`src/rtl/dmem_responder.sv`:
```
// ---------------------------------------------------------------------------
// dmem_responder
//
// Responder end of the core's memory bus. Holds a word-organised RAM,
// accepts one request at a time, inserts WAIT_CYCLES wait states, and then
// returns read data or commits a byte-masked write, signalled by a
// one-cycle ready pulse. Misaligned and out-of-range accesses complete
// normally but with err=1. They never touch memory and read back as 0.
//
// Parameters
//   DEPTH_WORDS : number of 32-bit words (power of two, >= 2)
//   WAIT_CYCLES : wait states between acceptance and response (0..15)
//   BASE_ADDR   : byte address of word 0 (aligned to DEPTH_WORDS*4)
//
// Ports
//   clk     : clock, rising edge
//   reset_n : synchronous active-low reset
//   req     : request valid, held with stable fields until ready
//   we      : 1 = write, 0 = read
//   addr    : byte address
//   wdata   : write data
//   be      : byte enables, be[i] covers wdata[8i+7:8i]
//   rdata   : read data, non-zero only in the response cycle of a good read
//   ready   : one-cycle completion pulse
//   err     : fault flag, only ever high together with ready
// ---------------------------------------------------------------------------
module dmem_responder #(
    parameter int unsigned DEPTH_WORDS = 64,
    parameter int unsigned WAIT_CYCLES = 1,
    parameter logic [31:0] BASE_ADDR   = 32'h0000_0000
) (
    input  logic        clk,
    input  logic        reset_n,
    input  logic        req,
    input  logic        we,
    input  logic [31:0] addr,
    input  logic [31:0] wdata,
    input  logic [3:0]  be,
    output logic [31:0] rdata,
    output logic        ready,
    output logic        err
);

    localparam int unsigned AW = $clog2(DEPTH_WORDS);
    // The counter holds the number of wait cycles still to go after the
    // current one, so it is loaded with one less than the total.
    localparam logic [3:0] WAIT_LOAD = 4'((WAIT_CYCLES == 0) ? 0 : WAIT_CYCLES - 1);

    typedef enum logic [1:0] {
        ST_IDLE = 2'd0,
        ST_WAIT = 2'd1,
        ST_RESP = 2'd2
    } state_t;

    typedef struct packed {
        logic        we;
        logic [31:0] addr;
        logic [31:0] wdata;
        logic [3:0]  be;
    } req_t;

    state_t      state, state_nxt;
    logic [3:0]  cnt, cnt_nxt;
    logic        accept;
    logic        to_resp;
    req_t        lat;

    // Request currently being served. In IDLE the request is still on the
    // bus, and it is needed directly when WAIT_CYCLES=0 takes IDLE straight
    // to RESP. In every other state the latched copy is used.
    logic        cur_we;
    logic [31:0] cur_addr;
    logic        fault;
    logic [AW-1:0] idx;

    logic [31:0] mem [DEPTH_WORDS];

    always_comb begin
        cur_we   = (state == ST_IDLE) ? we   : lat.we;
        cur_addr = (state == ST_IDLE) ? addr : lat.addr;
        // BASE_ADDR is aligned to the memory size, so an address is in range
        // exactly when its bits above the word index match the base. This
        // also avoids any overflow of BASE_ADDR + DEPTH_WORDS*4.
        fault    = (cur_addr[1:0] != 2'b00) ||
                   (cur_addr[31:AW+2] != BASE_ADDR[31:AW+2]);
        // The base has zeros in the index bits, so subtracting it leaves
        // them unchanged.
        idx      = cur_addr[AW+1:2];
    end

    // Next-state logic
    always_comb begin
        state_nxt = state;
        cnt_nxt   = cnt;
        accept    = 1'b0;
        to_resp   = 1'b0;
        case (state)
            ST_IDLE: begin
                if (req) begin
                    accept = 1'b1;
                    if (WAIT_CYCLES == 0) begin
                        state_nxt = ST_RESP;
                        to_resp   = 1'b1;
                    end else begin
                        state_nxt = ST_WAIT;
                        cnt_nxt   = WAIT_LOAD;
                    end
                end
            end
            ST_WAIT: begin
                if (cnt == 4'd0) begin
                    state_nxt = ST_RESP;
                    to_resp   = 1'b1;
                end else begin
                    cnt_nxt = cnt - 4'd1;
                end
            end
            ST_RESP: begin
                state_nxt = ST_IDLE;
            end
            default: begin
                state_nxt = ST_IDLE;
            end
        endcase
    end

    // State, counter and registered outputs. The outputs are loaded on the
    // edge that enters RESP and cleared on the edge that leaves it, so each
    // one is a single-cycle pulse that comes straight from a flop.
    always_ff @(posedge clk) begin
        if (!reset_n) begin
            state <= ST_IDLE;
            cnt   <= 4'd0;
            ready <= 1'b0;
            err   <= 1'b0;
            rdata <= 32'd0;
        end else begin
            state <= state_nxt;
            cnt   <= cnt_nxt;
            ready <= to_resp;
            err   <= to_resp && fault;
            // This is the synchronous RAM read port. It is captured only on
            // entry to RESP, which is never the edge on which a write commits.
            rdata <= (to_resp && !cur_we && !fault) ? mem[idx] : 32'd0;
        end
    end

    // The latched request is ignored until it is next loaded, so it needs
    // no reset.
    always_ff @(posedge clk) begin
        if (accept) begin
            lat <= '{we: we, addr: addr, wdata: wdata, be: be};
        end
    end

    // The write commits on the edge that ends RESP. In RESP the index and
    // the fault flag both come from the latched request. A reset on that
    // edge drops the write.
    always_ff @(posedge clk) begin
        if (reset_n && state == ST_RESP && lat.we && !fault) begin
            for (int b = 0; b < 4; b++) begin
                if (lat.be[b]) begin
                    mem[idx][8*b +: 8] <= lat.wdata[8*b +: 8];
                end
            end
        end
    end

endmodule

```
`config.mk`:
```
export PLATFORM = sky130hd
export DESIGN_NAME = dmem_responder
export DESIGN_NICKNAME = d
export VERILOG_FILES = /design/src/rtl/dmem_responder.sv
export SDC_FILE = /design/constraint.sdc
export NUM_CORES = 2
export LEC_CHECK = 0
export CAP_MARGIN = 10
export CORE_MARGIN = 1.5
export CORE_UTILIZATION = 35
export CTS_BUF_LIST = sky130_fd_sc_hd__clkbuf_4
export CTS_CLUSTER_SIZE = 8
export DETAILED_ROUTE_END_ITERATION = 8
export PLACE_DENSITY = 0.48
export SKIP_CTS_REPAIR_TIMING = 1
export SYNTH_ARGS = -nofsm -noshare
export SYNTH_HDL_FRONTEND = slang
export SYNTH_SLANG_ARGS = --single-unit
```
`constraint.sdc`:
```
create_clock -name clk -period 10 [get_ports clk]
set_input_delay 2 -clock clk [delete_from_list [all_inputs] [get_ports clk]]
set_output_delay 2 -clock clk [all_outputs]
set_load 0.02 [all_outputs]
```
# Word-level counts from Yosys, hierarchy flattened
# Memory sizes are Yosys's and may differ from the RTL's. A register that Yosys moved wholly into a read port is not among the register bits.
# Index checks and enable logic that the tools add are counted.
# Widths: inputs -> output; s select.
# classes
order_cmp	0
eq_ne	5
n_mul	0
add_sub_neg	1
shift	0
bitwise_logic	0
n_div	0
mux	24
reduce_logical	18
# ops
op	n
$mux 32	1
$reduce_bool 24->1	1
$mux 1	17
$mux 4	2
$pmux 4 s2	1
$logic_and 1x1->1	6
$ne 2x2->1 const B	3
$logic_not 4->1	1
$mux 2	2
$pmux 2 s2	1
$reduce_and 2->1	2
$reduce_bool 2->1	2
$sub 4x1->4 const B	1
$logic_not 1->1	3
$reduce_and 3->1	1
$eq 2x1->1 const B	1
$eq 2x2->1 const B	1
$logic_not 2->1	1
$logic_or 1x1->1	1
# totals
reg_bits	77
inputBits	72
wordCells	57
mem_bits_rw	2048
output_inout_bits	34
latch_bits	0
rom_bits	0
memories	1
# memory_table
name	words	word_bits	rd	rd_ports_with_merged_regs	wr	line	rtl
mem	64	32	1	1	1	76	logic [31:0] mem [DEPTH_WORDS];

# Depth between registers and ports, before layout
# logic_depth
word_depth	8
depth_mapped	13
mapped_depth_nobuf	7

# Worst setup path after synthesis
# OpenSTA, ideal clock, no wires.
# synth_timing
kind	input to register
from	input addr[4]
to	memory mem[12][0] (enable)
required_ns	9.617
cell_stages	9
setup_time_ns	0.383
path_slack_ns	5.333
n_path_buf	5
t_arrival_ns	4.284
path_cell_list	or3b_2 > nand2_2 > buf_4 > buf_4 > buf_4 > buf_4 > nand2_1 > buf_1 > nor3_1
# synth_via
elab_chain_cells	1
# synth_rtl
item	line	rtl
from (decl)	36	input logic [31:0] addr,
$mux 32	80	cur_addr = (state == ST_IDLE) ? addr : lat.addr;
to (decl)	76	
# No other way between the ends.

# Worst setup path in the final report
# layout_timing
from	input addr[4]
to	register rdata[26] (read register of mem)
# layout_via
elab_chain_cells	1
# layout_rtl
item	line	rtl
$mux 32	80	
to (decl)	39	output logic [31:0] rdata,
# No other way between the ends.
# A chain may end at the register's enable or synchronous reset.

==> metrics.md <==
| Metric | Value |
|---|---|
| Static Leak | `31.0 nW` |
| Port-buffer cells | `105` |
| DIE AREA | `0.238 mm²` |
| Net Sw Power | `6.86 mW` |
| Setup violators final | `0` |
| Pre-antenna DRT Iters | `9` |
| Worst rel slew slack | `0.145` |
| Worst R2R Path Depth | `10` |
| Synth Cell Area | `0.0824 mm²` |
| Critical Path Fanout Max | `56` |
| DRT iter0 DRCs | `5,375` |
| Crit path to | `rdata[26]$_SDFF_PN0_` |
| Type of origin of the critical path | `primary input` |
| Detailed placement HPWL | `153 mm` |
| Core area | `0.233 mm²` |
| Io pins | `106` |
| CP max-delay cell | `clkdlybuf4s50_1` |
| H-tree depth | `6` |
| Clock transition at path regs | `60 ps` |
| Hold depth | `2` |
| Power Dens Cells | `234 mW/mm²` |
| YS warnings | `0` |
| Register area share after synthesis | `0.781` |
| HP Class | `reg2reg` |
| Root buffer cell | `clkbuf_4` |
| Status | `complete, no violations` |
| Worst hold slack | `522 ps` |
| Num CTS Buffers | `596` |
| Critical Path Source | `addr[4]` |
| Mapped Cells | `4,932` |
| Internal power | `15.5 mW` |
| Setup Skew | `88.7 ps` |
| R2R Path Start | `lat[39]$_DFFE_PP_` |
| Initial Util | `0.353` |
| Post-synthesis mux area share | `0.0483` |
| GPL Wtd Cong | `0.805` |
| Compound-Gate Fraction of Synth Area | `0.104` |
| Adder-cell share of the synthesized area | `0.000152` |
| Top cell type's share of synthesized area | `0.771` |
| CTS tree | `built` |
| Period utilization | `0.573` |
| Share of layout cells above drive strength 1 | `0.227` |
| Final ANT Viol Nets | `0` |
| Worst Path Buf+Inv | `3` |
| EDFF count, synth | `2,117` |
| Crit. path cell count | `10` |
| Number of synthesized register bits | `2,157` |
| Horiz. Die Dim | `488 µm` |
| CP arrival | `6930 ps` |
| Max Slew Vio Count | `0` |
| Total grt overflow | `0` |
| Peak supply drop | `0.000130 V` |
| Sw Share | `0.307` |
| First-pass GRT wire length | `384 mm` |
| Per-cell routed wire length | `30.0 µm` |
| Synth Flop Type | `edfxtp_1` |
| R2R setup slack | `5130 ps` |
| Max Cap Viol | `0` |
| Final hold violations | `0` |
| Worst setup path class | `in2reg` |
| Top cells by count, synth | `2,117 x edfxtp_1, 374 x nand2_1, 307 x mux2i_1, 276 x a22oi_1, 226 x nor3_1` |
| Cell with the most instances after synthesis | `edfxtp_1` |
| Req. time, crit path | `11,190 ps` |
| Sequential power share | `0.457` |
| Setup TNS | `0 ps` |
| Post-route cell area | `0.0955 mm²` |
| Core Util, Final | `0.409` |
| Top cell family by delay on the critical path | `compound AO/OA/AOI/OAI gates` |
| RSZ-0062 raised after global routing | `no` |
| Total routed wirelength | `273 mm` |
| Syn avg cell area | `16.7 µm²` |
| Nets | `5,611` |
| Syn Nets | `5,005` |
| Crit. End Element | `register` |
| Post-synth top area cell | `edfxtp_1` |
| XOR/XNOR share of the synthesized area | `0.000319` |
| Largest net degree at the start of global routing | `124` |
| Pre-CTS setup slack | `2900 ps` |
| Overall routing resource usage | `0.226` |
| Simple-gate share of the synthesized area | `0.0469` |
| Clk pwr share | `0.349` |
| Gate power share | `0.194` |
| Top cells by area, synth | `edfxtp_1 77%, mux2i_1 3.7%, a22oi_1 2.5%, nand2_1 1.7%, nor3_1 1.4%` |
| Clk Latency, worst-skew pair | `1410 ps` |
| Ys async rst share | `0` |
| Vias per Instance | `5.54` |
| F_max | `0.174 GHz` |
| Largest family of logic cells by synthesized area | `compound AO/OA/AOI/OAI gates` |
| Layout Area Growth over Synthesis | `15.8%` |
| Initial antenna violation count | `8` |
| Via Count | `50,385` |
| Worst stage delay on the critical path | `900 ps` |
| Fin crit period | `5730 ps` |
| Site Rows | `177` |
| DP Area | `0.0881 mm²` |
| Worst-Margin Slew | `1270 ps` |
| Count of different cell masters after synthesis | `71` |
| Crit path cell chain | `clkdlybuf4s50_1 -> or3b_2 -> nand2_8 -> nor2_4 -> buf_4 -> buf_4 -> a222oi_1 -> o211ai_1 -> a222oi_1 -> a41oi_1` |
| Die H | `488 µm` |
| Slack of the critical path | `4270 ps` |
| # DRC | `0` |
| Sink Count | `2,157` |
| Vias in the first global route | `50,413` |
| Buffer depth of the longest clock path | `4` |
| Reg2Reg Capture Point | `rdata[26]$_SDFF_PN0_` |
[power groups by stage]
stage	clock, mW	sequential [mW]	combinational (mW)
6_report	7.80	10.2	4.33
5_1_grt	8.45	10.2	4.51
4_1_cts	7.98	10.2	4.33
3_5_place_dp	0	10.4	4.32
3_3_place_gp	0	10.4	4.32
2_1_floorplan	0	10.5	2.21
[metal layers]
metal | global-route usage | wire length [µm] | vias up
li1 | - | - | 21572
met1 | 0.316 | 119000 | 26314
met5 | 0 | 92 | -
met2 | 0.357 | 128000 | 2147
met3 | 0.0416 | 18800 | 344
met4 | 0.0732 | 6820 | 8
[metrics by stage]
stage | power (mW) | instances
global placement | 14.7 | 8038
floorplan | 12.8 | 4932
detailed placement | 14.7 | 8054
CTS | 22.5 | 9066
global route | 23.2 | 9086
finish | 22.4 | 9090
[worst reg2reg max path, cell delays in order (launching register included)]
cell and delay, ps:
edfxtp_1 880, o22ai_1 330, o21ai_4 160, buf_4 640
nor2_4 160, buf_4 360, buf_4 370, a222oi_1 320
o211ai_1 330, a222oi_1 810, a41oi_1 340
[state kept, by name (all words and copies together) (netlist names)]
| name | count |
|---|---|
| cnt | 4 |
| lat | 69 |
| ready | 1 |
| state | 2 |
| mem | 2048 |
| err | 1 |
| rdata | 32 |
[cells by family after synthesis]
family | Yosys count
flops | 2157
compound gates | 1159
simple gates | 864
mux | 388
buf+inv | 360
xor+xnor | 3
fa+ha+maj | 1
[worst min-delay path by stage]
stage                     endpoint                 from  slack (ps)
5_1_grt        cnt[3]$_SDFFE_PN0P_  cnt[3]$_SDFFE_PN0P_         570
3_3_place_gp   cnt[3]$_SDFFE_PN0P_  cnt[3]$_SDFFE_PN0P_         500
6_report       cnt[3]$_SDFFE_PN0P_  cnt[3]$_SDFFE_PN0P_         520
3_5_place_dp   cnt[3]$_SDFFE_PN0P_  cnt[3]$_SDFFE_PN0P_         510
4_1_cts        cnt[3]$_SDFFE_PN0P_  cnt[3]$_SDFFE_PN0P_         530
2_1_floorplan  cnt[3]$_SDFFE_PN0P_  cnt[3]$_SDFFE_PN0P_         480
[cells in the final DEF (no fill, tap or decap), drive strengths merged, types with 16 or more instances in the layout]
| cell type | n |
|---|---|
| o22a | 56 |
| a222oi | 60 |
| inv | 20 |
| nand2 | 379 |
| edfxtp | 2117 |
| a31oi | 27 |
| nor4 | 31 |
| clkdlybuf4s50 | 105 |
| nor3 | 226 |
| a21oi | 189 |
| clkbuf | 909 |
| o2bb2ai | 30 |
| o21ai | 81 |
| a41oi | 54 |
| buf | 252 |
| and3 | 25 |
| nor2 | 129 |
| a22o | 111 |
| mux2i | 307 |
| clkinv | 89 |
| o211ai | 33 |
| mux2 | 81 |
| nand3 | 41 |
| a22oi | 278 |
| dfxtp | 40 |
| a2111oi | 16 |
| o22ai | 111 |
[area by class of cell]
| class | count | area (µm²) |
|---|---|---|
| clock inverters | 108 | 502 |
| inverters | 5 | 18.8 |
| repair buffers | 363 | 3070 |
| well taps | 3132 | 3920 |
| diodes | 6 | 15.0 |
| multi-input cells | 2415 | 16800 |
| fillers | 21545 | 138000 |
| flip-flops and latches | 2157 | 64400 |
| clock buffers | 904 | 6790 |
No activity file was read; power rests on OpenSTA's default activity.
